$ cat src/rtl/irda_pkg.sv
// Shared types, NEC timing constants and frame packing for the IR transmit path.
package irda_pkg;

  typedef enum logic [2:0] {
    IDLE,
    LEAD_MARK,
    LEAD_SPACE,
    BIT_MARK,
    BIT_SPACE,
    STOP_MARK,
    GAP
  } irda_tx_state_t;

  localparam int unsigned LEAD_MARK_UNITS  = 16;
  localparam int unsigned LEAD_SPACE_UNITS = 8;
  localparam int unsigned ZERO_SPACE_UNITS = 1;
  localparam int unsigned ONE_SPACE_UNITS  = 3;
  localparam int unsigned STOP_UNITS       = 1;
  localparam int unsigned NEC_BITS         = 32;
  localparam int unsigned NEC_BIT_IDX_W    = 5;

  // Bus write payload: low byte is the NEC address, high byte the command.
  typedef struct packed {
    logic [7:0] cmd;
    logic [7:0] addr;
  } nec_req_t;

  // 32-bit NEC word in transmit order; bit 0 goes out first.
  function automatic logic [NEC_BITS-1:0] nec_frame(input logic [7:0] addr,
                                                     input logic [7:0] cmd);
    return {~cmd, cmd, ~addr, addr};
  endfunction

endpackage

$ cat src/rtl/irda_carrier_gen.sv
// Carrier phase counter and registered, modulated emitter drive.
module irda_carrier_gen #(
  parameter int unsigned CARRIER_PERIOD = 1316,
  parameter int unsigned CARRIER_HIGH   = 439
) (
  input  logic clk,
  input  logic rst_n,
  input  logic restart,
  input  logic enable,
  output logic txd
);

  localparam int unsigned PH_W = (CARRIER_PERIOD > 1) ? $clog2(CARRIER_PERIOD) : 1;

  logic [PH_W-1:0] phase;
  logic [PH_W-1:0] phase_nxt_c;

  // restart and enable describe the coming cycle, so txd lines up with the FSM state
  always_comb begin
    phase_nxt_c = phase;
    if (restart) begin
      phase_nxt_c = '0;
    end else if (enable) begin
      phase_nxt_c = (32'(phase) == CARRIER_PERIOD - 1) ? '0 : phase + PH_W'(1);
    end
  end

  always_ff @(posedge clk or negedge rst_n) begin
    if (!rst_n) begin
      phase <= '0;
      txd   <= 1'b0;
    end else begin
      phase <= phase_nxt_c;
      txd   <= enable && (32'(phase_nxt_c) < CARRIER_HIGH);
    end
  end

endmodule

$ cat src/rtl/irda_nec_tx.sv
// NEC infrared transmitter: encodes bus writes as carrier-modulated NEC frames,
// one frame in flight plus one buffered, with sticky overflow on dropped writes.
module irda_nec_tx #(
  parameter int unsigned UNIT_CYCLES    = 28125,
  parameter int unsigned CARRIER_PERIOD = 1316,
  parameter int unsigned CARRIER_HIGH   = 439,
  parameter int unsigned GAP_UNITS      = 72
) (
  input  logic        Clock,
  input  logic        Resetn,
  input  logic        Write,
  input  logic [15:0] WriteData,
  output logic        Busy,
  output logic        Full,
  output logic        Done,
  output logic        Overflow,
  output logic        IrdaTxd
);

  import irda_pkg::*;

  localparam int unsigned CYC_W     = (UNIT_CYCLES > 1) ? $clog2(UNIT_CYCLES) : 1;
  localparam int unsigned MAX_UNITS = (GAP_UNITS > LEAD_MARK_UNITS) ? GAP_UNITS : LEAD_MARK_UNITS;
  localparam int unsigned UCNT_W    = $clog2(MAX_UNITS + 1);
  localparam int unsigned BIT_W     = NEC_BIT_IDX_W;

  irda_tx_state_t       state, state_nxt;
  logic [CYC_W-1:0]     cyc, cyc_nxt;
  logic [UCNT_W-1:0]    ucnt, ucnt_nxt;
  logic [BIT_W-1:0]     bit_idx, bit_idx_nxt;
  logic [NEC_BITS-1:0]  shift, shift_nxt;
  nec_req_t             hold, hold_nxt;
  logic                 full_nxt, ovf_nxt, busy_nxt, done_nxt;

  logic [UCNT_W-1:0]    dur_m1_c;
  logic                 unit_end_c, state_end_c;
  logic                 mark_nxt_c, restart_c;

  // Length of the current state in units, minus one
  always_comb begin
    dur_m1_c = '0;
    case (state)
      LEAD_MARK:  dur_m1_c = UCNT_W'(LEAD_MARK_UNITS - 1);
      LEAD_SPACE: dur_m1_c = UCNT_W'(LEAD_SPACE_UNITS - 1);
      BIT_MARK:   dur_m1_c = UCNT_W'(ZERO_SPACE_UNITS - 1);
      BIT_SPACE:  dur_m1_c = shift[0] ? UCNT_W'(ONE_SPACE_UNITS - 1)
                                      : UCNT_W'(ZERO_SPACE_UNITS - 1);
      STOP_MARK:  dur_m1_c = UCNT_W'(STOP_UNITS - 1);
      GAP:        dur_m1_c = UCNT_W'(GAP_UNITS - 1);
      default:    dur_m1_c = '0;
    endcase
  end

  assign unit_end_c  = (cyc == CYC_W'(UNIT_CYCLES - 1));
  assign state_end_c = unit_end_c && (ucnt == dur_m1_c);

  // Next-state, datapath and registered-output logic
  always_comb begin
    state_nxt   = state;
    cyc_nxt     = cyc;
    ucnt_nxt    = ucnt;
    bit_idx_nxt = bit_idx;
    shift_nxt   = shift;
    hold_nxt    = hold;
    full_nxt    = Full;
    ovf_nxt     = Overflow;
    done_nxt    = 1'b0;
    busy_nxt    = 1'b0;
    mark_nxt_c  = 1'b0;
    restart_c   = 1'b0;

    if (state != IDLE) begin
      if (unit_end_c) begin
        cyc_nxt  = '0;
        ucnt_nxt = ucnt + UCNT_W'(1);
      end else begin
        cyc_nxt = cyc + CYC_W'(1);
      end
    end

    case (state)
      IDLE: begin
        if (Write && !Full) begin
          state_nxt   = LEAD_MARK;
          shift_nxt   = nec_frame(WriteData[7:0], WriteData[15:8]);
          bit_idx_nxt = '0;
        end
      end
      LEAD_MARK:  if (state_end_c) state_nxt = LEAD_SPACE;
      LEAD_SPACE: if (state_end_c) state_nxt = BIT_MARK;
      BIT_MARK:   if (state_end_c) state_nxt = BIT_SPACE;
      BIT_SPACE: begin
        if (state_end_c) begin
          shift_nxt   = shift >> 1;
          bit_idx_nxt = bit_idx + BIT_W'(1);
          state_nxt   = (bit_idx == BIT_W'(NEC_BITS - 1)) ? STOP_MARK : BIT_MARK;
        end
      end
      STOP_MARK: begin
        if (state_end_c) begin
          state_nxt = GAP;
          done_nxt  = 1'b1;
        end
      end
      GAP: begin
        if (state_end_c) begin
          if (Full) begin
            state_nxt   = LEAD_MARK;
            shift_nxt   = nec_frame(hold.addr, hold.cmd);
            bit_idx_nxt = '0;
            full_nxt    = 1'b0;
          end else begin
            state_nxt = IDLE;
          end
        end
      end
      default: state_nxt = IDLE;
    endcase

    if (state_nxt != state) begin
      cyc_nxt  = '0;
      ucnt_nxt = '0;
    end

    // Acceptance looks only at the registered Full, so a write that lands on
    // the cycle the buffer drains is still dropped.
    if (Write) begin
      if (Full) begin
        ovf_nxt = 1'b1;
      end else if (state != IDLE) begin
        hold_nxt = nec_req_t'(WriteData);
        full_nxt = 1'b1;
      end
    end

    busy_nxt   = (state_nxt != IDLE);
    mark_nxt_c = (state_nxt == LEAD_MARK) || (state_nxt == BIT_MARK) ||
                 (state_nxt == STOP_MARK);
    restart_c  = mark_nxt_c && (state_nxt != state);
  end

  always_ff @(posedge Clock or negedge Resetn) begin
    if (!Resetn) begin
      state    <= IDLE;
      cyc      <= '0;
      ucnt     <= '0;
      bit_idx  <= '0;
      shift    <= '0;
      hold     <= '0;
      Full     <= 1'b0;
      Overflow <= 1'b0;
      Busy     <= 1'b0;
      Done     <= 1'b0;
    end else begin
      state    <= state_nxt;
      cyc      <= cyc_nxt;
      ucnt     <= ucnt_nxt;
      bit_idx  <= bit_idx_nxt;
      shift    <= shift_nxt;
      hold     <= hold_nxt;
      Full     <= full_nxt;
      Overflow <= ovf_nxt;
      Busy     <= busy_nxt;
      Done     <= done_nxt;
    end
  end

  irda_carrier_gen #(
    .CARRIER_PERIOD(CARRIER_PERIOD),
    .CARRIER_HIGH  (CARRIER_HIGH)
  ) u_carrier (
    .clk    (Clock),
    .rst_n  (Resetn),
    .restart(restart_c),
    .enable (mark_nxt_c),
    .txd    (IrdaTxd)
  );

endmodule

$ cat config.mk
export PLATFORM = sky130hd
export DESIGN_NAME = irda_nec_tx
export DESIGN_NICKNAME = d
export VERILOG_FILES = /design/src/rtl/irda_pkg.sv /design/src/rtl/irda_carrier_gen.sv /design/src/rtl/irda_nec_tx.sv
export SDC_FILE = /design/constraint.sdc
export NUM_CORES = 1
export LEC_CHECK = 0
export ABC_AREA = 1
export CAP_MARGIN = 0
export CORE_MARGIN = 1
export CORE_UTILIZATION = 40
export CTS_CLUSTER_SIZE = 14
export DETAILED_ROUTE_END_ITERATION = 8
export HOLD_SLACK_MARGIN = 0.06
export PLACE_DENSITY = 0.55
export REMOVE_ABC_BUFFERS = 1
export SLEW_MARGIN = 20
export SYNTH_ARGS = -nofsm -noshare
export SYNTH_HDL_FRONTEND = slang
export SYNTH_SLANG_ARGS = --single-unit
$ cat constraint.sdc
create_clock -name Clock -period 2.8 [get_ports Clock]
set_input_delay 0.56 -clock Clock [delete_from_list [all_inputs] [get_ports Clock]]
set_output_delay 0.56 -clock Clock [all_outputs]
set_load 0.01 [all_outputs]
== Word level (Yosys, flattened, before mapping) ==
Index checks and enable logic that the tools add are counted.

* Order comparisons: 1
* Add/sub/neg operators: 4
* Muxes and demuxes: 38
* Equal/unequal tests: 18
* Bitwise logic cells: 5
* Reduce and logical (&&, ||, !) cells: 17

{| class="wikitable"
|+ Operator list
! kind !! number
|-
| 2-to-1 mux 32 bit || 4
|-
| case mux 32 bit (3 select lines) || 1
|-
| 2-to-1 mux 15 bit || 3
|-
| 2-to-1 mux 11 bit || 3
|-
| inverter 8 bit || 4
|-
| case mux 7 bit (4 select lines) || 1
|-
| 2-to-1 mux 3 bit || 8
|-
| 2-to-1 mux 7 bit || 3
|-
| case mux 3 bit (7 select lines) || 1
|-
| 2-to-1 mux 5 bit || 4
|-
| adder 15 x 1 -> 15 bit, second input constant || 1
|-
| == test 15 bit, second input constant || 1
|-
| case mux 5 bit (3 select lines) || 1
|-
| == test 3 bit, second input constant || 4
|-
| adder 11 x 1 -> 11 bit, second input constant || 1
|-
| == test 11 bit, second input constant || 1
|-
| < comparator 11 x 9 -> 1 bit, second input constant || 1
|-
| == test 3 x 2 -> 1 bit, second input constant || 3
|-
| nonzero test 3 bit || 3
|-
| 2-to-1 mux 1 bit || 8
|-
| inequality test 2 bit, second input constant || 4
|-
| adder 7 x 1 -> 7 bit, second input constant || 1
|-
| == test 7 bit || 1
|-
| == test 3 x 1 -> 1 bit, second input constant || 2
|-
| other kinds (13) || 19
|}

* Input port bits: 19
* Register bits: 94
* Word-level logic and storage cells: 96

== Depth between registers and ports, before layout ==
Gate-level depths: netlist of the first run.

* Depth in word-level cells: 13
* Depth in mapped cells: 22
* Depth with buffers taken out: 22

== Cells and area by module ==
From an unflattened synthesis of the first run, not the netlist that was laid out.

* Cells, all modules: 690
* Area total of the unflattened synthesis: 5,356.4 um^2

{| class="wikitable"
|+ By module, submodules not included
! module !! area each (um^2) !! cells an instance !! times used
|-
| irda_nec_tx || 4,538.1 || 571 || 1
|-
| irda_carrier_gen || 818.3 || 119 || 1
|}

== Worst setup path after synthesis of the first run ==
No wires, ideal clock.

* Path type: reg2reg
* Start point: register cyc[0]
* End point: register ucnt[2]
* Setup time: 121 ps
* Arrival: 2,141 ps
* Path slack: 538 ps
* Buffers on the path: 1
* Cell stages (with the launch flop): 21
* Period minus slack after synthesis: 2,262 ps
* Cells stage by stage: dfrtp_1 > inv_1 > ha_1 > inv_1 > nor2_1 > nand3b_1 > nor2_1 > nand2_1 > nor2_2 > nand2_2 > nand2_1 > nand2_1 > nor2_2 > nand3_1 > nand2_1 > nand2_4 > nor2_4 > nor2_4 > buf_6 > a21oi_1 > nor2_1

* Cells in the longest elaborated chain, start to end: 7

{| class="wikitable"
|+ Ends and longest elaborated chain
! what !! RTL line !! text
|-
| from (decl) || irda_nec_tx.sv:28 || <nowiki>logic [CYC_W-1:0] cyc, cyc_nxt;</nowiki>
|-
| from (signal assigned) || irda_nec_tx.sv:156 || <nowiki>cyc <= cyc_nxt;</nowiki>
|-
| == test 15 bit * || irda_nec_tx.sv:54 || <nowiki>assign unit_end_c = (cyc == CYC_W'(UNIT_CYCLES - 1));</nowiki>
|-
| logical AND 1 bit || irda_nec_tx.sv:55 || <nowiki>assign state_end_c = unit_end_c && (ucnt == dur_m1_c);</nowiki>
|-
| 2-to-1 mux 3 bit (tied with other cells) || irda_nec_tx.sv:106 || <nowiki>if (state_end_c) begin</nowiki>
|-
| case mux 3 bit (7 select lines) || irda_nec_tx.sv:81 || <nowiki>case (state)</nowiki>
|-
| inequality test 3 bit || irda_nec_tx.sv:120 || <nowiki>if (state_nxt != state) begin</nowiki>
|-
| nonzero test 2 bit (no source line) || - ||
|-
| AND reduction 2 bit (no source line) || - ||
|-
| to (signal assigned) || irda_nec_tx.sv:157 || <nowiki>ucnt <= ucnt_nxt;</nowiki>
|-
| to (decl) || irda_nec_tx.sv:29 || <nowiki>logic [UCNT_W-1:0] ucnt, ucnt_nxt;</nowiki>
|}

Mark *: on every way between the ends. The rest lies on a longest branch, timed or not.
A chain may end at the register's enable or synchronous reset.

== Final worst setup path of the first run ==
Ends and elaborated chain as after synthesis.

==> impl_metrics.csv, run 1 <==
group,metric,value,unit
sta,fin_skew,6.99,ps
global_routing,grt_max_degree,48,
clocking,numCtsBuffers,9,
global_routing,track_usage,20.2,%
clocking,cts_tree,"built",
synth,syn_inst,655,
clocking,cts-root-buf,"clkbuf_16",
power,peakVddDrop,0.244,mV
drt,wl_per_cell,14.1,microns
synth,yosys-top-cells-count,"nand2_1, dfrtp_1, inv_1, nor2_1, o21ai_0",
place,portBuffers,23,
synth,ys_seq_area_share,46.4,%
die,die_w,115,microns
sta,slew_viol_final,0,
setup_path,crit_path_max_incr_delay,390,ps
layout,area_growth,17.6,%
sta,max_freq,0.399,GHz
setup_path,arrival,2750,ps
synth,ys_ff_latch,94,
setup_path,cp_slowest_cell,"dfrtp_1",
layout,n_antenna_cell,0,
synth,yosys_warnings,0,
setup_path,r2r_slack,300,ps
sta,timing.final.crit_period,2500,ps
power,switchingPower,758,uW
drt,firstDrtPassIters,4,
power,leakagePower,0.00284,uW
drt,drc,0,
synth,synth_top_cell_by_area,"dfrtp_1",
synth,synth_area_leaders,"dfrtp_1, nand2_1, inv_1, o21ai_0, nor2_1",
worst_hold_path,hp-class,"input port to asynchronous set/reset pin",
job,drv_cap,0,
drt,vias,4437,
clocking,postCtsHoldBufs,0,
setup_path,crit_fanout,7,
die,top_level_ports,24,
global_routing,overflow,0,
sta,hold_viol_final,0,
power,switching_share,25.3,%
die,start_util,41.7,%
power,combPwrFrac,8.2,%
global_routing,antenna_found_initial,0,
synth,synth_edf_count,0,
synth,synthFlopType,"dfrtp_1",
place,gp_congestion,0.865,
status,status,"complete, no violations",
synth,netlist_area,0.00507,sq mm
drt,via_per_inst,5.14,
layout,fill_cells,1186,
synth,yosysMostFrequentCell,"nand2_1",
sta,tightestPinTransition,642,ps
drt,routed_wl,12.1,mm
setup_path,r2r-start,"cyc[0]",
power,p_int,2240,uW
setup_path,cpMostUsedCell,"nand2_1",
synth,synthArstFlopShare,100,%
setup_path,r2r_end,"ucnt[2]",
clocking,cts.sinks,94,
setup_path,critPathLaunchType,"flip-flop",
sta,finalSetupViolCount,0,
layout,final_cell_area,0.00596,sq mm
setup_path,cp-end-kind,"flip-flop",
clocking,clockBufferDepth,2,
sta,timing.final.crit_share,89.4,%
setup_path,crit_type,"flip-flop to flip-flop",
global_routing,grt_pass1_vias,4282,
power,p_per_area,503,mW/mm^2
sta,whs,219,ps
clocking,insertion_delay,360,ps
setup_path,r2r_cells,20,
die,num_rows,40,
die,fp.dieArea,0.0131,sq mm
drt,drt-initial-drc-count,226,
setup_path,crit_chain,"inv_2 -> ha_1 -> inv_1 -> nor2_2 -> nand3b_1 -> nor2_1 -> nand2_1 -> nor2_4 -> nand2_4 -> nand2_1 -> nand2_1 -> nor2_2 -> nand3_1 -> nand2_1 -> nand2_4 -> nor2_4 -> nor2_4 -> buf_4 -> a21oi_1 -> nor2_1",
die,core_area,0.0122,sq mm
setup_path,crit_required,3040,ps
sta,maxSlewHeadroom,57.2,%
power,p_seq_share,49.1,%
place,dpl.hpwl,8.11,mm
clocking,htreeDepth,3,
power,pwr-share-clk,42.7,%
die,die_h,115,microns
layout,layout.nets,716,
synth,synth_cell_type_count,42,
synth,synth_top_area_share,46.4,%
global_routing,grt_pass1_wl,20.6,mm
place,dpl_cell_area,0.00556,sq mm
synth,avgSynthCellArea,7.74,sq um
layout,drive_above_1_share,10.6,%
clocking,path_clk_slew,70,ps
drt,ant_nets,0,
[area by class of cell]
cell class	count	area [sq um]	area share, %
inverter	91	344	5.77
multi-input combinational	449	2310	38.8
tap	168	210	3.52
clock inverter	6	68.8	1.15
clock buffer	10	239	4.01
sequential	94	2350	39.4
timing repair buffer	46	437	7.32
[worst max-delay path: cells and delay by family, from the launching register on]
| kind | cells | cell delay (ps) |
|---|---|---|
| compound gates | 1 | 140 |
| fa+ha+maj | 1 | 140 |
| buf+inv | 3 | 270 |
| flops | 1 | 390 |
| simple gates | 15 | 1460 |
[flip-flops by register name (all words and copies together), names as in the netlist]
name / cells
ucnt: 7
Full: 1
shift: 32
hold: 16
cyc: 15
u_carrier.phase: 11
Overflow: 1
Busy: 1
u_carrier.txd: 1
bit_idx: 5
Done: 1
state: 3
[power by group through the flow]
stage	combinational, uW	sequential [uW]	clock, uW
floorplan	151	1480	0
global placement	242	1490	0
detailed placement	245	1490	0
CTS	246	1470	1320
global route	284	1480	1370
finish	245	1470	1280
[layout by cell type (no fill, tap or decap), drive strengths merged, types with 5 or more instances in the layout]
cell type      count
a21oi             24
a22oi              5
a31oi              5
buf               24
clkbuf            10
clkdlybuf4s50     22
dfrtp             94
ha                 6
inv               91
nand2            163
nand3             26
nand4              8
nor2              72
nor3              12
nor4               6
o211ai             7
o21ai             73
xor2              10
[repair_timing]
action / in CTS / in global routing
setup endpoints to repair: 0 / 17
resized for setup: 0 / 11
setup buffers: 0 / 7
[how the worst max path moves through the flow]
stage,startpoint,end,slack (ps),cells after the start
after floorplan,state[0],bit_idx[0],-1200,5
after global placement,Write,ucnt[6],220,12
after detailed placement,Write,ucnt[6],210,12
after CTS,cyc[0],ucnt[6],220,19
after global routing,cyc[0],ucnt[5],-20,22
final,cyc[0],ucnt[2],300,20
[metal layers]
metal / wire [microns] / track usage [%] / up-vias
li1: - / - / 2225
met2: 5510 / 32.0 / 77
met5: 0 / 0 / -
met1: 6050 / 27.1 / 2124
met4: 197 / 8.48 / 0
met3: 389 / 3.97 / 11
[through the flow]
| stage | cells | worst slack (ps) | setup TNS, ps | utilization, % | power, uW |
|---|---|---|---|---|---|
| 2_1_floorplan | 633 | -1200 | -36120 | - | 1630 |
| 3_3_place_gp | 840 | 222 | 0 | 45.7 | 1740 |
| 3_5_place_dp | 840 | 214 | 0 | 45.7 | 1740 |
| 4_1_cts | 856 | 220 | 0 | 48.2 | 3030 |
| 5_1_grt | 864 | -18.1 | -21.7 | 49.0 | 3130 |
| 6_report | 864 | 296 | 0 | 49.0 | 3000 |
[logic make-up (layout without fill, tap and decap cells)]
group	after synthesis	count (layout)	synth area share [%]
compound gates	136	137	15.9
flops	94	94	46.4
simple gates	292	292	24.8
xor+xnor	10	10	1.73
fa+ha+maj	6	6	1.48
buf+inv	113	153	8.76
mux	4	4	0.888
Note: power is estimated with default switching activity, not from simulation.
==> run 2: changes to the inputs <==
SETUP_SLACK_MARGIN = 0.4   (was default)
==> run 2 against run 1 <==
Cell area rose by 8.6%. Largest power group unchanged. Combinational power up 37%. Worst hold slack is essentially flat. Die area did not move. Critical endpoint is now u_carrier.txd. Critical path depth up 2. Clock skew barely moved. Sequential cell count is the same. Sequential power about the same. Sequential share of layout area shrank 3.1 points. Global-route usage grew 0.52 points. Power is 3.1% higher.
==> impl_metrics.csv, run 2 (synthesized netlist as in run 1, its figures left out) <==
group,metric,value,unit
global_routing,grt_max_degree,48,
layout,drive_above_1_share,19.7,%
sta,rsz0062_at_grt,"true",
sta,timing.final.crit_period,2470,ps
setup_path,critPathLaunchType,"flip-flop",
place,dpl_cell_area,0.00556,sq mm
place,post-place-ws,214,ps
sta,timing.final.crit_share,88.2,%
die,core_area,0.0122,sq mm
sta,setup_ws,330,ps
clocking,cts.sinks,94,
power,p_int,2290,uW
power,p_seq_share,47.7,%
power,switchingPower,798,uW
drt,firstDrtPassIters,5,
power,switching_share,25.8,%
clocking,cts-root-buf,"clkbuf_16",
die,die_h,115,microns
layout,n_antenna_cell,0,
clocking,path_clk_slew,70,ps
global_routing,grt_pass1_vias,4409,
clocking,numCtsBuffers,9,
job,drv_cap,0,
setup_path,crit_chain,"inv_2 -> ha_4 -> inv_2 -> nor2_2 -> nand3b_1 -> nor2_1 -> nand2_1 -> nor2_4 -> nand3_2 -> nand2_1 -> nand2_1 -> nand2_2 -> nand2_4 -> buf_12 -> o21ai_0 -> o21ai_2 -> inv_1 -> nand2_2 -> nor2_1 -> nand3_1 -> nor2_1 -> nor2_1",
power,combPwrFrac,10.9,%
place,post-place-cells,840,
layout,final_core_util,53.3,%
sta,tightestPinTransition,645,ps
die,die_w,115,microns
layout,layout.nets,739,
layout,top_regs,"shift: 32 flops, hold: 16 flops, cyc: 15 flops",
sta,finalSetupViolCount,0,
layout,final_cell_count_no_fill,887,
sta,fin_setup_tns,0,ps
setup_path,cpMostUsedCell,"nor2_1",
sta,maxSlewHeadroom,57.0,%
drt,routed_wl,12.9,mm
setup_path,crit_path_max_incr_delay,400,ps
clocking,clockBufferDepth,2,
setup_path,arrival,2720,ps
global_routing,track_usage,20.7,%
die,start_util,41.7,%
global_routing,grt_pass1_wl,21.1,mm
sta,slew_viol_final,0,
global_routing,antenna_found_initial,0,
die,top_level_ports,24,
layout,area_growth,27.8,%
power,pwr-share-clk,41.5,%
drt,ant_nets,0,
layout,final_cell_area,0.00648,sq mm
setup_path,crit_type,"flip-flop to flip-flop",
layout,top_register,"shift",
sta,max_freq,0.405,GHz
drt,wl_per_cell,14.6,microns
sta,hold_viol_final,0,
setup_path,cp-end-kind,"flip-flop",
clocking,htreeDepth,3,
layout,fill_cells,1131,
clocking,insertion_delay,350,ps
layout,layout_commonest_cell,"nand2_1",
sta,fin_skew,6.84,ps
worst_hold_path,hp-class,"input port to asynchronous set/reset pin",
clocking,cts_tree,"built",
place,portBuffers,23,
setup_path,crit_fanout,8,
power,p_per_area,477,mW/mm^2
setup_path,crit_required,3050,ps
power,leakagePower,0.00304,uW
status,status,"complete, no violations",
drt,via_per_inst,5.15,
power,peakVddDrop,0.239,mV
place,dpl.hpwl,8.11,mm
die,fp.dieArea,0.0131,sq mm
global_routing,overflow,0,
die,num_rows,40,
drt,vias,4567,
setup_path,cp_slowest_cell,"dfrtp_1",
place,gp_congestion,0.865,
drt,drc,0,
drt,drt-initial-drc-count,246,
layout,largest_reg_flops,32,
layout,final_cell_mix,"nand2_1, dfrtp_1, inv_1, nor2_1, o21ai_0",
run 2: changes by cell type in the layout (fill, tap and decap cells not counted), moves of 4 or more:
cell and change:
buf_6 +6, o21ai_2 +9, o21ai_0 -5, buf_12 +4, nand2_1 -7, nor2_2 +5, o21ai_1 -4, nor2_1 -13
nand3_1 -4, nand2_2 +4, nor2_4 +8, buf_4 +13
run 2: final cells by class:
class | count | area [sq um] | share of cell area [%]
tap | 168 | 210 | 3.24
multi-input combinational | 448 | 2540 | 39.2
clock buffer | 10 | 239 | 3.69
clock inverter | 6 | 68.8 | 1.06
sequential | 94 | 2350 | 36.3
inverter | 91 | 360 | 5.56
timing repair buffer | 70 | 707 | 10.9
run 2: worst max-delay path, delay by kind of cell, from the launching register on:
| family | cells | cell delay [ps] |
|---|---|---|
| simple gates | 15 | 1250 |
| flops | 1 | 400 |
| buf+inv | 4 | 350 |
| compound gates | 2 | 230 |
| fa+ha+maj | 1 | 130 |
run 2: power groups by stage:
stage | sequential [uW] | combinational [uW] | clock, uW
after floorplan | 1480 | 151 | 0
after global placement | 1490 | 242 | 0
after detailed placement | 1490 | 245 | 0
after CTS | 1470 | 270 | 1320
after global routing | 1480 | 378 | 1370
final | 1470 | 336 | 1280
run 2: layer usage:
metal / routed length, microns / up-vias / share of wire (%) / GRT usage [%]
li1: - / 2267 / - / -
met1: 6260 / 2211 / 48 / 27.7
met2: 6040 / 75 / 47 / 32.9
met3: 390 / 14 / 3.0 / 3.92
met4: 244 / 0 / 1.9 / 8.92
met5: 0 / - / 0 / 0
run 2: what timing repair did:
| item | in CTS | in global routing |
|---|---|---|
| buffers inserted | 15 | 15 |
| gates cloned | 0 | 1 |
| setup endpoints to repair | 18 | 72 |
| pin swaps | 12 | 17 |
| hold buffers | 0 | 0 |
| resized for setup | 14 | 84 |
run 2: worst paths after layout:
| check | start | endpoint | slack (ps) | cells past startpoint |
|---|---|---|---|---|
| setup / recovery | cyc[0] | u_carrier.txd | 330 | 22 |
| hold / removal | Resetn | shift[21] | 220 | 1 |
| setup reg to reg | cyc[0] | u_carrier.txd | 330 | 22 |
| hold reg to reg | Overflow | Overflow | 460 | 1 |
| max in group asynchronous | Resetn | cyc[4] | 1860 | 2 |
| min in group Clock | Overflow | Overflow | 460 | 1 |
run 2: stage by stage:
step / hold slack (ps) / total power (uW)
floorplan: 264 / 1630
global placement: 439 / 1740
detailed placement: 448 / 1740
CTS: 256 / 3060
global route: 278 / 3230
finish: 219 / 3090
==> run 3: changes to the inputs <==
CORE_MARGIN = 3   (was 1)
PLACE_DENSITY = 0.61   (was 0.55)
==> run 3 against run 2 <==
Via count grew 0.33%. First-iteration DRC count increased by 57%. Highest routed layer unchanged. Register-to-register slack better by 20 ps. Sequential power about the same. Global-route usage fell by 2.5 points. Final cell count grew 0.11%. Wire length decreased by 2.1%. Largest power group unchanged. Cell area down 0.66%. Power is 1.8% lower. Maximum frequency increased by 0.94%. Critical path depth up 1.
==> impl_metrics.csv, run 3 (synthesized netlist as in run 1, its figures left out) <==
group,metric,value,unit
power,switchingPower,735,uW
die,die_h,119,microns
power,leakagePower,0.00300,uW
clocking,path_clk_slew,60,ps
die,fp.dieArea,0.0141,sq mm
clocking,htreeDepth,3,
layout,top_regs,"shift: 32 flops, hold: 16 flops, cyc: 15 flops",
sta,rsz0062_at_grt,"true",
drt,wl_per_cell,14.3,microns
drt,routed_wl,12.7,mm
global_routing,grt_pass1_wl,21.1,mm
status,status,"complete, no violations",
layout,top_register,"shift",
clocking,cts_tree,"built",
layout,drive_above_1_share,19.6,%
drt,ant_nets,0,
layout,layout_commonest_cell,"nand2_1",
layout,fill_cells,1147,
die,start_util,41.5,%
sta,finalSetupViolCount,0,
clocking,insertion_delay,350,ps
die,num_rows,40,
drt,drt-initial-drc-count,386,
setup_path,r2r_cells,23,
sta,timing.final.crit_share,87.4,%
sta,timing.final.crit_period,2450,ps
drt,via_per_inst,5.16,
clocking,cts-root-buf,"clkbuf_16",
sta,maxSlewHeadroom,47.1,%
layout,area_growth,26.9,%
setup_path,crit_type,"flip-flop to flip-flop",
place,gp_congestion,0.808,
place,portBuffers,23,
sta,hold_viol_final,0,
die,top_level_ports,24,
clocking,numCtsBuffers,9,
sta,fin_skew,10.0,ps
layout,n_antenna_cell,0,
power,pwr-share-clk,41.5,%
drt,firstDrtPassIters,6,
sta,tightestPinTransition,793,ps
setup_path,crit_required,3080,ps
power,switching_share,24.2,%
global_routing,overflow,0,
power,p_int,2300,uW
sta,whs,284,ps
drt,vias,4582,
power,p_per_area,471,mW/mm^2
die,die_w,119,microns
place,post-place-cells,840,
layout,final_cell_mix,"nand2_1, dfrtp_1, inv_1, nor2_1, o21ai_0",
sta,slew_viol_final,0,
layout,layout.nets,740,
power,peakVddDrop,0.322,mV
sta,max_freq,0.409,GHz
drt,drc,0,
place,dpl.hpwl,8.01,mm
clocking,clockBufferDepth,2,
setup_path,critPathLaunchType,"flip-flop",
setup_path,crit_fanout,5,
layout,final_cell_count_no_fill,888,
setup_path,cp-end-kind,"flip-flop",
global_routing,grt_max_degree,62,
global_routing,antenna_found_initial,0,
die,core_area,0.0122,sq mm
job,drv_cap,0,
setup_path,arrival,2720,ps
clocking,cts.sinks,94,
power,p_seq_share,48.6,%
worst_hold_path,hp-class,"input port to asynchronous set/reset pin",
global_routing,track_usage,18.3,%
clocking,postCtsHoldBufs,0,
global_routing,grt_pass1_vias,4360,
power,combPwrFrac,9.9,%
layout,largest_reg_flops,32,
==> run 3: timing repair <==
action / CTS / global route
buffers inserted: 20 / 10
pin swaps: 15 / 10
resized for setup: 21 / 62
gates cloned: 0 / 2
endpoints found under the setup margin: 20 / 40
==> run 3: cell type report <==
cell class	count	area [sq um]	share of cell area, %
Clock inverter	4	55.1	0.855
Inverter	91	352	5.46
Timing Repair Buffer	71	714	11.1
Tap cell	168	210	3.27
Sequential cell	94	2360	36.6
Clock buffer	12	256	3.99
Multi-Input combinational cell	448	2490	38.7
==> run 3: power by group through the flow <==
stage          registers (uW)  clock network [uW]  logic (uW)
3_3_place_gp             1490                   0         237
4_1_cts                  1470                1300         283
2_1_floorplan            1480                   0         151
3_5_place_dp             1490                   0         243
5_1_grt                  1480                1360         351
6_report                 1470                1260         302
==> run 3: critical path, cell delays in order, from the launching register on <==
cell and delay [ps]:
dfrtp_1 400, inv_2 90, ha_4 130, inv_2 30, nor2_1 80, nand3b_1 80, nor2_1 90, nand2_1 70
nor2_2 120, buf_4 130, nand3_2 60, nand2_1 60, nand2_1 60, nand2_2 100, nand2_4 60, nand2_2 60
nand2_2 60, nand2_4 120, nor2_4 60, nor2_4 160, nand2_1 80, o21ai_1 140, inv_1 50, nor2_1 90
==> run 3: metal layers <==
metal	share of wire [%]	track usage, %	routed length, microns	up-vias
li1	-	-	-	2267
met1	46	25.3	5860	2179
met4	1.9	5.79	242	0
met2	48	28.5	6030	114
met5	0	0	0	-
met3	4.1	4.11	524	22
==> run 3: worst paths after layout <==
| check | startpoint | slack, ps | endpoint |
|---|---|---|---|
| setup / recovery | cyc[0] | 350 | ucnt[5] |
| hold / removal | Resetn | 280 | hold[11] |
| setup reg to reg | cyc[0] | 350 | ucnt[5] |
| hold reg to reg | Overflow | 460 | Overflow |
| max in group asynchronous | Resetn | 1850 | state[0] |
| min in group Clock | Overflow | 460 | Overflow |
==> run 3: metrics by stage <==
stage          total power, uW  cell area (sq um)  util (%)  setup TNS, ps  setup WS [ps]
6_report                  3030               6440      52.7              0            353
5_1_grt                   3190               6440      52.7              0           96.8
4_1_cts                   3050               6090      49.8              0            304
3_5_place_dp              1740               5550      45.4              0            254
3_3_place_gp              1730               5550      45.4              0            280
2_1_floorplan             1630               4970         -         -36120          -1200
==> RTL change 1: new RTL, config.mk and constraints of run 2 <==
Set the parameter `GAP_UNITS` to 144 (it was 72).
--- a/src/rtl/irda_nec_tx.sv
+++ b/src/rtl/irda_nec_tx.sv
@@ -6,3 +6,3 @@
   parameter int unsigned CARRIER_HIGH   = 439,
-  parameter int unsigned GAP_UNITS      = 72
+  parameter int unsigned GAP_UNITS      = 144
 ) (
Check against the original RTL: no difference found for any inputs over 10 cycles, from zero or initial values and one cycle with Resetn low; that may be too few to reach the edited logic, so the function may still have changed.
==> RTL change 1 against run 2 <==
Sequential cell count up 1. Synthesized area grew 2.6%. Worst setup slack lost 39 ps. Sequential share of layout area rose by 1.3 points. Wire length fell by 4.0%. Design area down 2.4%. Critical path type unchanged.
Power is not compared: it rests on default switching activity, and its combinational part moved more than twofold at a synthesized area within 25%.
==> RTL change 1: results (changes against run 2) <==
status: "finished clean"  # unchanged
grt_pass1_vias: 4468  # was 4409
dp_slack_ps: 199  # was 214 ps
avgSynthCellArea_um2: 7.84  # was 7.74 µm²
reg_top3: "shift: 32 flops, hold: 16 flops, cyc: 15 flops"  # unchanged
dr.pass1.iters: 5  # unchanged
synth_ff_type: "dfrtp_1"  # unchanged
fin_nets: 734  # was 739
wl_per_cell_um: 14.0  # was 14.6 µm
arrival_ps: 2780  # was 2720 ps
yosysSeqAreaShare_pct: 45.7  # was 46.4%
hold_path_class: "primary input to async pin"  # unchanged
rr_worst_depth: 19  # was 22
netSwitchingPower_w: 0.000576
clockBufferDepth: 2  # unchanged
worst_pin_slew_ps: 438  # was 645 ps
path_clk_slew_ps: 60
worstSetupStartpoint: "state[0]"  # was cyc[0]
path_class: "flip-flop to flip-flop"  # unchanged
path_max_fanout: 6  # was 8
grt_max_degree: 45  # was 48
synthArstFlopShare_pct: 100  # unchanged
grt_pass1_wl_um: 21300  # was 21100 µm
drtIter0Drc: 305  # was 246
antenna_found_initial: 0  # unchanged
globalRouteTotalUtil_pct: 20.4  # was 20.7%
root_buffer: "clkbuf_16"  # unchanged
synthTopCellsByCount: "nand2_1, dfrtp_1, inv_1"  # unchanged
diodes: 0  # unchanged
yosysUniqueCellTypes: 43  # was 42
regArea_mm2: 0.00238  # was 0.00235 mm²
ir_worst_vdd_mv: 0.255
htree_levels: 3  # unchanged
dr_total_vias: 4503  # was 4567
place_inst: 852  # was 840
routed_wl_um: 12400  # was 12900 µm
yosys_warnings: 0  # unchanged
placed_cell_area_mm2: 0.00570  # was 0.00556 mm²
cts-buffers-inserted: 9  # unchanged
synth_area_leaders: "dfrtp_1, nand2_1, inv_1, o21ai_0, nor2_1"  # unchanged
r2r_end: "ucnt[0]"  # was u_carrier.txd
dp_hpwl_um: 8170  # was 8110 µm
place.gp.congestion: 0.888  # was 0.865
clock_latency_ps: 350  # about the same
fin_crit_sh_pct: 89.6  # was 88.2%
fin_skew_ps: 8.97  # was 6.84 ps
r2r_slack_ps: 290  # was 330 ps
io_buffers: 23  # unchanged
drive_gt1_share_pct: 15.8  # was 19.7%
fillers: 1245  # was 1131
leakagePower_nw: 2.98
==> RTL change 1: worst min path at each step <==
stage	to	depth (start not counted)	startpoint	slack [ps]
CTS	shift[8]	1	Resetn	150
finish	hold[6]	1	Resetn	150
global placement	hold[15]	2	hold[15]	470
detailed placement	shift[25]	2	shift[25]	470
global route	hold[6]	1	Resetn	180
floorplan	Busy	0	Resetn	260
==> RTL change 1: power by group through the flow <==
stage	Combinational (W)	Sequential (W)	Clock [W]
3_3_place_gp	0.0000852	0.00140	0
4_1_cts	0.0000856	0.00137	0.00120
3_5_place_dp	0.0000855	0.00140	0
6_report	0.0000824	0.00137	0.00116
5_1_grt	0.0000945	0.00137	0.00125
2_1_floorplan	0.0000194	0.00140	0
==> RTL change 1: timing repair <==
| action | 4_1_cts | 5_1_grt |
|---|---|---|
| setup buffers | 9 | 7 |
| cloned | 1 | 1 |
| pin swaps | 7 | 18 |
| setup endpoints to repair | 31 | 72 |
| gates resized for setup | 15 | 41 |
==> RTL change 1: cell type report <==
type / instances / share of cell area, %
Multi-Input combinational cell: 455 / 40.0
Timing Repair Buffer: 59 / 9.22
Tap cell: 172 / 3.40
Sequential cell: 95 / 37.7
Inverter: 89 / 5.32
Clock buffer: 12 / 3.90
Clock inverter: 4 / 0.495
==> RTL change 1: through the flow <==
stage	power, W	hold WS [ps]
5_1_grt	0.00272	177
2_1_floorplan	0.00142	264
6_report	0.00262	146
3_3_place_gp	0.00148	469
4_1_cts	0.00266	148
3_5_place_dp	0.00148	474
==> RTL change 1: metal layers <==
metal	track usage, %	wire length [µm]
met2	33.0	5960
met5	0	0
met3	3.92	407
met4	8.38	213
met1	26.8	5840
==> RTL change 1: kinds of logic after synthesis <==
kind of cell | Yosys count | share of synthesized area (%)
and+or+nand+nor | 300 | 25.6
AOI/OAI and AO/OA | 123 | 13.9
buffers and inverters | 114 | 8.61
DFF | 95 | 45.7
xor gates and xnor gates | 22 | 3.85
adders and majority gates | 6 | 1.44
muxes | 4 | 0.865
==> RTL change 1: worst max-delay path: stages, from the launching register on <==
cell and delay (ps):
dfrtp_2 460, nor2_1 230, inv_1 70, o21ai_0 80
nand2_1 80, nand2_1 70, nand2_1 80, nor2_4 190
nand3_2 110, nand2_2 90, nand2_2 60, nand2_4 70
nand2_4 70, xor2_4 170, nand2_4 90, nor2_8 40
nor2_4 190, buf_6 150, nand3_1 60, o21ai_1 70
==> RTL change 2: new RTL, config.mk and constraints of run 2 <==
Made on the original files. Re-encode `irda_tx_state_t` (7 states) as one-hot, 7 bits wide.
--- a/src/rtl/irda_pkg.sv
+++ b/src/rtl/irda_pkg.sv
@@ -3,10 +3,10 @@
 
-  typedef enum logic [2:0] {
-    IDLE,
-    LEAD_MARK,
-    LEAD_SPACE,
-    BIT_MARK,
-    BIT_SPACE,
-    STOP_MARK,
-    GAP
+  typedef enum logic [6:0] {
+    IDLE       = 7'b0000001,
+    LEAD_MARK  = 7'b0000010,
+    LEAD_SPACE = 7'b0000100,
+    BIT_MARK   = 7'b0001000,
+    BIT_SPACE  = 7'b0010000,
+    STOP_MARK  = 7'b0100000,
+    GAP        = 7'b1000000
   } irda_tx_state_t;
Formal check against the unedited RTL: same outputs for any inputs over 10 cycles, from zero or initial values and one cycle with Resetn low; not proved beyond that.
==> RTL change 2 against run 2 <==
Hold slack worse by 57 ps. Global-route usage is 1.6 points higher. Sequential cell count is 4 higher. Worst setup slack worse by 230 ps. Wire length is 12% higher. Utilization is 2.9 points higher. Design area is 10% higher. Clock skew is 1.5 ps higher. Synthesized area is 3.7% higher. Critical endpoint unchanged. Largest cell class unchanged.
Power is not compared: it rests on default switching activity, and its combinational part moved more than twofold at a synthesized area within 25%.
==> RTL change 2: results (changes against run 2) <==
status: "finished clean"  # unchanged
path_max_fanout: 5  # was 8
hold_path_class: "primary input to async pin"  # unchanged
yosysSeqAreaShare_pct: 46.7  # was 46.4%
path_clk_slew_ps: 70  # about the same
fillers: 1202  # was 1131
ir_worst_vdd_mv: 0.507
vias_per_cell: 5.25  # was 5.15
clock_latency_ps: 360
io_buffers: 23  # unchanged
wl_met2_um: 7050  # was 6040 µm
top_layer: "met4"  # unchanged
antenna_found_initial: 0  # unchanged
wl_met3_um: 561  # was 390 µm
place.gp.congestion: 0.910  # was 0.865
finalNonFillerCells: 932  # was 887
yosys.cell_count.top_type: "nand2_1"  # unchanged
dp_hpwl_um: 8680  # was 8110 µm
drtIter0Drc: 202  # was 246
synthArstFlopShare_pct: 100  # unchanged
globalRouteTotalUtil_pct: 22.3  # was 20.7%
dp_slack_ps: 31.8  # was 214 ps
fin_nets: 780  # was 739
met1Wirelength_um: 6660  # was 6260 µm
synth_area_leaders: "dfrtp_1, nand2_1, inv_1, o21ai_0, nor2_1"  # unchanged
grt_pass1_wl_um: 23300  # was 21100 µm
yosys_warnings: 0  # unchanged
place_inst: 872  # was 840
diodes: 0  # unchanged
grt_max_degree: 61  # was 48
synth_ff_type: "dfrtp_1"  # unchanged
arrival_ps: 2960  # was 2720 ps
yosysUniqueCellTypes: 41  # was 42
drv_cap: 0  # unchanged
synthTopCellsByCount: "nand2_1, dfrtp_1, inv_1"  # unchanged
grt_pass1_vias: 4790  # was 4409
cts-buffers-inserted: 9  # unchanged
reg_top3: "shift: 32 flops, hold: 16 flops, cyc: 15 flops"  # unchanged
fin_skew_ps: 8.30  # was 6.84 ps
routed_wl_um: 14500  # was 12900 µm
avgSynthCellArea_um2: 7.78  # was 7.74 µm²
drive_gt1_share_pct: 26.8  # was 19.7%
clockBufferDepth: 2  # unchanged
worst_pin_slew_ps: 595  # was 645 ps
-- RTL change 2: changes by cell type after synthesis, sizes merged, moves of 5 or more --
cell / run 2 / this run
a21oi: 23 / 31
a221oi: 4 / 18
buf: 9 / 4
clkbuf: 13 / 21
inv: 90 / 101
nand2: 163 / 145
nor2: 72 / 77
-- RTL change 2: area by class of cell --
type                       count  share of cell area [%]
clock buffer                  10                    3.20
clock inverter                 6                    1.59
inverter                     102                    5.64
multi-input combinational    454                    39.5
sequential                    98                    34.4
tap                          172                    3.01
timing repair buffer          90                    12.7
-- RTL change 2: critical path, cell delays in order (launching register included) --
cell and delay (ps):
dfrtp_1 390, inv_2 90, ha_4 130, nand2_1 50, nor3_1 190, nand2_1 120
nor2_1 120, nand3_2 110, nor2_4 140, nand2_4 90, buf_6 120, nor3_4 180
nor2_4 50, buf_12 140, nand3_4 120, nand2_4 80, o211ai_1 100, buf_4 160
nand2_2 50, nor2_2 90, a21oi_1 70
-- RTL change 2: final timing paths --
check	start	end	slack (ps)	cells past startpoint
max in group asynchronous	Resetn	state[0]	1900	2
min in group Clock	Overflow	Overflow	460	1
min	Resetn	shift[11]	160	1
max	cyc[0]	u_carrier.txd	100	20
min reg2reg	Overflow	Overflow	460	1
max reg2reg	cyc[0]	u_carrier.txd	100	20
-- RTL change 2: metrics by stage --
stage	hold WS, ps	power (W)	cell area (µm²)
floorplan	264	0.00147	5140
global placement	441	0.00153	5800
detailed placement	456	0.00153	5800
CTS	187	0.00298	6560
global route	199	0.00304	7140
finish	162	0.00295	7140
-- RTL change 2: metal layers --
metal	track usage (%)	vias to the layer above
met5	0	-
met4	7.26	0
met3	5.40	19
met2	37.0	92
met1	28.8	2385
li1	-	2401
-- RTL change 2: power by group --
group / switching, W / leakage, nW / internal, W / total (W)
Combinational: 0.0000501 / 2.08 / 0.0000397 / 0.0000897
Clock: 0.000568 / 0.159 / 0.000876 / 0.00144
Sequential: 0.0000000000000000000323 / 1.29 / 0.00141 / 0.00141
-- RTL change 2: kinds of logic (layout without fill, tap and decap cells) --
kind of cell / count (synthesis) / count (layout) / synth area share (%)
compound gates: 154 / 154 / 17.4
xor+xnor: 9 / 9 / 1.50
simple gates: 282 / 285 / 23.4
buf+inv: 127 / 208 / 9.52
fa+ha+maj: 6 / 6 / 1.43
flops: 98 / 98 / 46.7
-- RTL change 2: repair_timing --
action,in CTS,in global routing
buffers inserted,24,15
pin swaps,31,43
setup endpoints to repair,54,63
resized for setup,48,133
cloned,4,1
hold buffers,0,0
